==> src/rtl/serial_adder.sv <==
// -----------------------------------------------------------------------------
// serial_adder
//
// Bit-serial adder. One addition is accepted from IDLE on a start pulse. The
// operands are then added one bit per clock, LSB first, over WIDTH RUN cycles.
// A one-cycle DONE state follows, and the FSM returns to IDLE. The result stays
// on sum/cout until the next accepted start.
//
// Parameters
//   WIDTH  operand width in bits, legal range 2..32 (default 8)
//
// Ports
//   clk    single clock; all state changes on its rising edge
//   rst    synchronous, active-high reset; takes priority over start
//   start  request to begin one addition (accepted only in IDLE)
//   a, b   augend / addend, sampled only on the accepting edge
//   busy   high while bits are being processed (RUN)
//   done   one-cycle pulse marking sum/cout valid (DONE)
//   sum    a + b mod 2^WIDTH
//   cout   carry out of bit WIDTH-1
//   ovf    (only with SERIAL_ADDER_OVF_EN defined) signed two's-complement
//          overflow, i.e. carry into the MSB xor carry out of the MSB
//
// Build options
//   SERIAL_ADDER_OVF_EN  when defined, adds the ovf output and its register
// -----------------------------------------------------------------------------
module serial_adder #(
  parameter int WIDTH = 8
) (
  input  logic             clk,
  input  logic             rst,
  input  logic             start,
  input  logic [WIDTH-1:0] a,
  input  logic [WIDTH-1:0] b,
  output logic             busy,
  output logic             done,
  output logic [WIDTH-1:0] sum,
  output logic             cout
`ifdef SERIAL_ADDER_OVF_EN
  ,
  output logic             ovf
`endif
);

  // The counter can hold WIDTH itself, so it never wraps during an operation.
  localparam int            CW   = $clog2(WIDTH + 1);
  localparam logic [CW-1:0] LAST = CW'(WIDTH - 1);

  typedef enum logic [1:0] {
    IDLE = 2'd0,
    RUN  = 2'd1,
    DONE = 2'd2
  } state_t;

  state_t           state;
  state_t           state_next;
  logic [WIDTH-1:0] a_sh;
  logic [WIDTH-1:0] b_sh;
  logic             carry;
  logic [CW-1:0]    cnt;
  logic             s_bit;
  logic             c_bit;
  logic             last_bit;

  // Full adder on the current LSBs and the carry FF.
  always_comb begin
    s_bit    = a_sh[0] ^ b_sh[0] ^ carry;
    c_bit    = (a_sh[0] & b_sh[0]) | (carry & (a_sh[0] ^ b_sh[0]));
    last_bit = (cnt == LAST);
  end

  // Next-state logic. busy and done come straight from the state, so they are
  // never high together.
  always_comb begin
    state_next = state;
    busy       = 1'b0;
    done       = 1'b0;
    case (state)
      IDLE: begin
        if (start) state_next = RUN;
      end
      RUN: begin
        busy = 1'b1;
        if (last_bit) state_next = DONE;
      end
      DONE: begin
        done       = 1'b1;
        state_next = IDLE;
      end
      default: state_next = IDLE;
    endcase
  end

  always_ff @(posedge clk) begin
    if (rst) state <= IDLE;
    else     state <= state_next;
  end

  // Datapath. Sum bits enter from the MSB side. After WIDTH shifts, bit 0 of
  // the operands therefore ends up at sum[0]. Outside RUN, nothing moves, so
  // the last result holds.
  always_ff @(posedge clk) begin
    if (rst) begin
      a_sh  <= '0;
      b_sh  <= '0;
      sum   <= '0;
      carry <= 1'b0;
      cnt   <= '0;
    end else begin
      case (state)
        IDLE: begin
          if (start) begin
            a_sh  <= a;
            b_sh  <= b;
            carry <= 1'b0;
            cnt   <= '0;
          end
        end
        RUN: begin
          sum   <= {s_bit, sum[WIDTH-1:1]};
          a_sh  <= a_sh >> 1;
          b_sh  <= b_sh >> 1;
          carry <= c_bit;
          cnt   <= cnt + CW'(1);
        end
        default: begin
        end
      endcase
    end
  end

  // After the final RUN cycle, the carry FF holds the carry out of the MSB.
  assign cout = carry;

`ifdef SERIAL_ADDER_OVF_EN
  // Overflow is captured on the MSB cycle. At that point, the carry FF is the
  // carry into the MSB and c_bit is the carry out of it. It is cleared on
  // accept, like the carry FF, so it tracks cout's timing.
  always_ff @(posedge clk) begin
    if (rst) begin
      ovf <= 1'b0;
    end else if (state == IDLE && start) begin
      ovf <= 1'b0;
    end else if (state == RUN && last_bit) begin
      ovf <= carry ^ c_bit;
    end
  end
`endif

endmodule

==> config.mk <==
export PLATFORM = sky130hd
export DESIGN_NAME = serial_adder
export DESIGN_NICKNAME = d
export VERILOG_FILES = /design/src/rtl/serial_adder.sv
export SDC_FILE = /design/constraint.sdc
export NUM_CORES = 1
export LEC_CHECK = 0
export ABC_AREA = 1
export CAP_MARGIN = 20
export CORE_MARGIN = 2
export CORE_UTILIZATION = 56
export CTS_BUF_LIST = sky130_fd_sc_hd__clkbuf_8
export CTS_CLUSTER_DIAMETER = 100
export DETAILED_ROUTE_END_ITERATION = 16
export HOLD_SLACK_MARGIN = 0.15
export PLACE_DENSITY = 0.87
export REMOVE_ABC_BUFFERS = 1
export SLEW_MARGIN = 30
export SYNTH_ARGS = -nofsm -noshare
export SYNTH_HDL_FRONTEND = slang
export SYNTH_SLANG_ARGS = --single-unit
==> constraint.sdc <==
create_clock -name clk -period 2.3 [get_ports clk]
set_input_delay 0.23 -clock clk [delete_from_list [all_inputs] [get_ports clk]]
set_output_delay 0.23 -clock clk [all_outputs]
set_load 0.03 [all_outputs]
==> tab_implementation.tex <==
\begin{tabular}{lr}
\hline
Metric & Value \\
\hline
\multicolumn{2}{l}{\textbf{Status}} \\
Run status & completed \\
\multicolumn{2}{l}{\textbf{Yosys}} \\
Yosys warnings & 0 \\
Netlist area before placement & 1380 um\^{}2 \\
Count of cell types in the netlist & 15 \\
Synthesized area divided by synthesized cell count & 6.69 um\^{}2 \\
Post-synthesis instance total & 206 \\
Post-synthesis sequential area ratio & 45.0\% \\
Register bit total from synthesis & 31 \\
\multicolumn{2}{l}{\textbf{Run}} \\
\# Max-Cap Violations & 0 \\
\multicolumn{2}{l}{\textbf{Routing}} \\
Detailed-routing iteration count for the pre-antenna-repair pass & 4 \\
Via/cell ratio & 5.18 \\
DRT iter0 DRCs & 25 \\
Routed Wire Length & 2980 um \\
Vias post-DR & 1373 \\
Number of routed nets with antenna violations & 0 \\
Remaining design rule violation count & 0 \\
Routed wire length per instance & 11.2 um \\
\multicolumn{2}{l}{\textbf{Floorplanning}} \\
Total die area & 2870 um\^{}2 \\
DIE WIDTH & 53.6 um \\
Core Footprint & 2280 um\^{}2 \\
Top-level port count & 30 \\
Die height & 53.6 um \\
Standard-cell row count & 17 \\
Starting utilization of the core area & 60.5\% \\
\multicolumn{2}{l}{\textbf{Clock network}} \\
Post-CTS repair timing setup buffer count & 0 \\
Total clock buffers created by CTS & 5 \\
Clock root buffer & clkbuf\_8 \\
Count of cells resized by post-cts repair & 0 \\
Number of sinks on the clock net & 31 \\
Number of H-tree levels & 2 \\
Post-cts hold buffer count & 0 \\
Clock latency on the worst-skew pair & 280 ps \\
Deepest clock path buffer count & 2 \\
Clock-pin transition on the worst setup and hold timing paths & 60 ps \\
Clock tree from TritonCTS & done \\
\multicolumn{2}{l}{\textbf{Place}} \\
Final GP Congestion & 0.757 \\
IO buf count & 29 \\
Post-placement cell area & 1680 um\^{}2 \\
Placed wire-length estimate & 2000 um \\
\multicolumn{2}{l}{\textbf{Critical path}} \\
Source of the critical timing path & state[1] \\
Worst-case reg-to-reg path depth & 6 \\
Startpoint-to-endpoint class of the critical path & reg -> out \\
CP Data Arrival Time & 1530 ps \\
Worst-case register-to-register setup slack & 760 ps \\
Crit path required time & 2070 ps \\
R2R Path Start & state[1] \\
CP endpoint kind & output pin \\
Worst reg2reg path endpoint & a\_sh[0] \\
Kind of start point of the critical path & flip-flop \\
Critical Path Fanout Max & 3 \\
\multicolumn{2}{l}{\textbf{Timing}} \\
Fmax & 569 MHz \\
Final setup violation count & 0 \\
Tmin final & 1760 ps \\
Final setup skew & 1.79 ps \\
Unrepaired setup endpoints after global routing & no \\
Final Hold Slack & 479 ps \\
Final TNS setup & 0 ps \\
Normalized max-slew margin & 65.7\% \\
Pins over their slew limit & 0 \\
Worst Max-Slew Pin Slew & 513 ps \\
Number of hold violations in the final report & 0 \\
Final period util & 76.5\% \\
\multicolumn{2}{l}{\textbf{Worst hold path}} \\
Hold-critical path depth & 2 \\
Type of the tightest min-delay check & reg -> reg \\
Launch point of the worst hold path & a\_sh[6] \\
Min-Delay Endpoint & a\_sh[5] \\
\multicolumn{2}{l}{\textbf{Finish}} \\
Leading cell types in the layout, fill and taps excluded & nor2\_1, nand2\_1, dfxtp\_1 \\
Post-route cell area & 1770 um\^{}2 \\
Synthesis-to-finish area growth & 28.2\% \\
Number of nets in the finished design & 257 \\
Total inserted antenna cells & 0 \\
Storage cell area & 621 um\^{}2 \\
Commonest non-fill, non-tap cell in the layout & nor2\_1 \\
Proportion of layout cells with a drive suffix above 1 & 5.91\% \\
Filler Cell Count & 172 \\
Multi-input combinational cell area & 628 um\^{}2 \\
\multicolumn{2}{l}{\textbf{Pwr}} \\
Worst-case vdd ir drop & 0.594 mV \\
Power density over the cells & 679 nW/um\^{}2 \\
Standby leakage power & 0.776 nW \\
\multicolumn{2}{l}{\textbf{Global routing}} \\
Number of global-route vias before repair & 1231 \\
Gr ovfl total & 0 \\
GRT Overall Usage & 26.1\% \\
Antenna violations before repair & 0 \\
Pin count of the biggest net entering global routing & 21 \\
Global-route wire length before repair & 5250 um \\
\hline
\end{tabular}
-- layer usage --
layer	track usage (%)	part of all wire [%]
met1	30.9	41
met2	42.6	49
met3	6.39	7.6
met4	16.2	2.5
met5	0	0
-- how the worst max path moves through the flow --
stage	endpoint	slack, ps
floorplan	cnt[3]	200
global placement	sum[7]	770
detailed placement	cnt[2]	700
CTS	done	540
global route	done	450
finish	done	540
-- where the power goes --
group          leakage, nW  switching, W  internal (W)
combinational        0.472      0.000123     0.0000921
clock               0.0505      0.000192      0.000203
sequential           0.254     0.0000193      0.000571
-- flip-flops by register name, indices dropped and copies added (netlist names) --
name and flops:
a_sh 8, b_sh 8, cnt 4, cout 1, state 2, sum 8
-- cell usage after synthesis --
library cell   n  area share [%]
a21oi_1        6             2.2
inv_1         20             5.4
ha_1           1            0.91
dfxtp_1       31              45
nor2_1        51              14
nand2_2        2            0.91
nand2_1       44              12
buf_2          6             2.2
clkbuf_2       1            0.36
fa_1           1             1.5
buf_4          1            0.55
clkbuf_1       3            0.82
nand3_1       27             9.8
o22ai_1        1            0.45
o21ai_0       11             4.0
-- final cells by class --
class                   instances  share of cell area (%)
clock buffers                   5                    3.90
clock inverters                 3                   0.709
repair buffers                 34                    18.4
flip-flops and latches         31                    35.2
well taps                      28                    1.98
inverters                      20                    4.25
multi-input cells             144                    35.6
-- cells by family after synthesis --
family	count (synthesis)	synth area share (%)
AND/OR/NAND/NOR	124	36.6
AO/OA/AOI/OAI	18	6.63
flip-flops	31	45.1
buffers and inverters	31	9.35
adder cells (fa/ha/maj)	2	2.36
-- through the flow --
stage	setup slack [ps]	total power (W)	utilization (%)	std cells
3_3_place_gp	768	0.000807	74.0	257
2_1_floorplan	203	0.000717	-	195
5_1_grt	454	0.00126	77.6	265
6_report	541	0.00120	77.6	265
4_1_cts	540	0.00121	77.6	265
3_5_place_dp	700	0.000815	74.0	257
-- worst max-delay path: stages (launching register included) --
cell,delay (ps)
dfxtp_1,370
inv_1,100
nor2_1,110
clkdlybuf4s50_1,680
Note: power is estimated with default switching activity, not from simulation.
==> patch, RTL diff (config.mk and constraints unchanged) <==
`WIDTH`: 8 -> 16. Comments in the files are not updated.
--- a/src/rtl/serial_adder.sv
+++ b/src/rtl/serial_adder.sv
@@ -25,7 +25,7 @@
 //   SERIAL_ADDER_OVF_EN  when defined, adds the ovf output and its register
 // -----------------------------------------------------------------------------
 module serial_adder #(
-  parameter int WIDTH = 8
+  parameter int WIDTH = 16
 ) (
   input  logic             clk,
   input  logic             rst,
Ports: changed (resized a, b and sum); port bits go from 30 to 54. No check against the original RTL was run, so the function may have changed too.
==> patch against the original RTL <==
Synthesized area increased by 77%; sequential cell count increased by 25; non-clock buffer count up 26; clock skew grew 0.0028 ns; wire length is 88% higher; design area increased by 75%; setup slack got worse by 0.055 ns; power is 75% higher; critical path type unchanged; largest cell class is now flip-flops and latches.
==> patch: results (changes against the original RTL) <==
INFO  metric outcome = finished clean
INFO  metric synth.distinct_cells = 22 (+7)
INFO  metric dpl.cell_count = 446 (+74%)
INFO  metric layout_worst_path_cycle_share = 78.84% (+2.4 points)
INFO  metric detailedPlace.worstSlack = 0.5879 ns (-0.1116 ns)
INFO  metric clock_insertion_delay_worst_skew = 0.31 ns (+0.03 ns)
INFO  metric cts.sinks = 56 (+81%)
INFO  metric worst_hold_slack = 0.4542 ns (-0.02439 ns)
INFO  metric multi_input_combinational_cell_area = 0.001105 sq mm (+76%)
INFO  metric floorplan.tapcells = 52 (+86%)
INFO  metric layout.area.seq = 0.001121 sq mm (+81%)
INFO  metric worst-slew-pin-transition = 0.4370 ns (-0.07633 ns)
INFO  metric instances_no_fill = 454 (+71%)
INFO  metric max-vdd-ir-drop = 0.4639 mV (-22%)
INFO  metric hold_critical_path_endpoint = a_sh[11]
INFO  metric reg.largest.list = a_sh x16, b_sh x16, sum x16
INFO  metric finalWirelength = 5606 um (+88%)
INFO  metric place.gp.congestion = 0.8299 (+9.6%)
INFO  metric clockBufferCount = 6 (+1)
INFO  metric final_net_count = 439 (+71%)
INFO  metric timing.critical_path.arrival = 1.58 ns (+0.05 ns)
INFO  metric crit-reg2reg-capture = state[0]
INFO  metric grt.total_usage = 24.29% (-1.9 points)
INFO  metric num-nonclk-inverters = 33 (+65%)
INFO  metric finClkSkew = 0.004609 ns (+0.002817 ns)
INFO  metric synth-seq-area-share = 45.93% (+0.88 points)
INFO  metric layout.clock.cell_area_share = 2.917% (-1.7 points)
patch: changes by cell type after synthesis, moves of 10 or more:
cell,change
inv_1,+10
dfxtp_1,+25
o21ai_0,+10
nand3_1,+26
nor2_1,+18
nand2_1,+35
patch: power breakdown:
part | internal, W | total, W | switching (W)
Clock | 0.000238 | 0.000544 | 0.000307
Combinational | 0.000190 | 0.000461 | 0.000271
Sequential | 0.00105 | 0.00109 | 0.0000469
Total | 0.00147 | 0.00210 | 0.000625
patch: kinds of logic (layout without fill, tap and decap cells):
family | count (synthesis) | after routing | synth area share (%)
buffers and inverters | 53 | 101 | 8.816
AO/OA/AOI/OAI | 28 | 28 | 5.894
adder cells (fa/ha/maj) | 3 | 3 | 1.845
flip-flops | 56 | 56 | 45.93
AND/OR/NAND/NOR | 214 | 214 | 37.52
patch: metal layers:
metal	share of wire, %	routed length, um	track usage [%]
met3	6.8	379	5.916
met2	49	2753	44.23
met1	43	2422	28.06
met4	0.91	51	7.051
met5	0	0	0
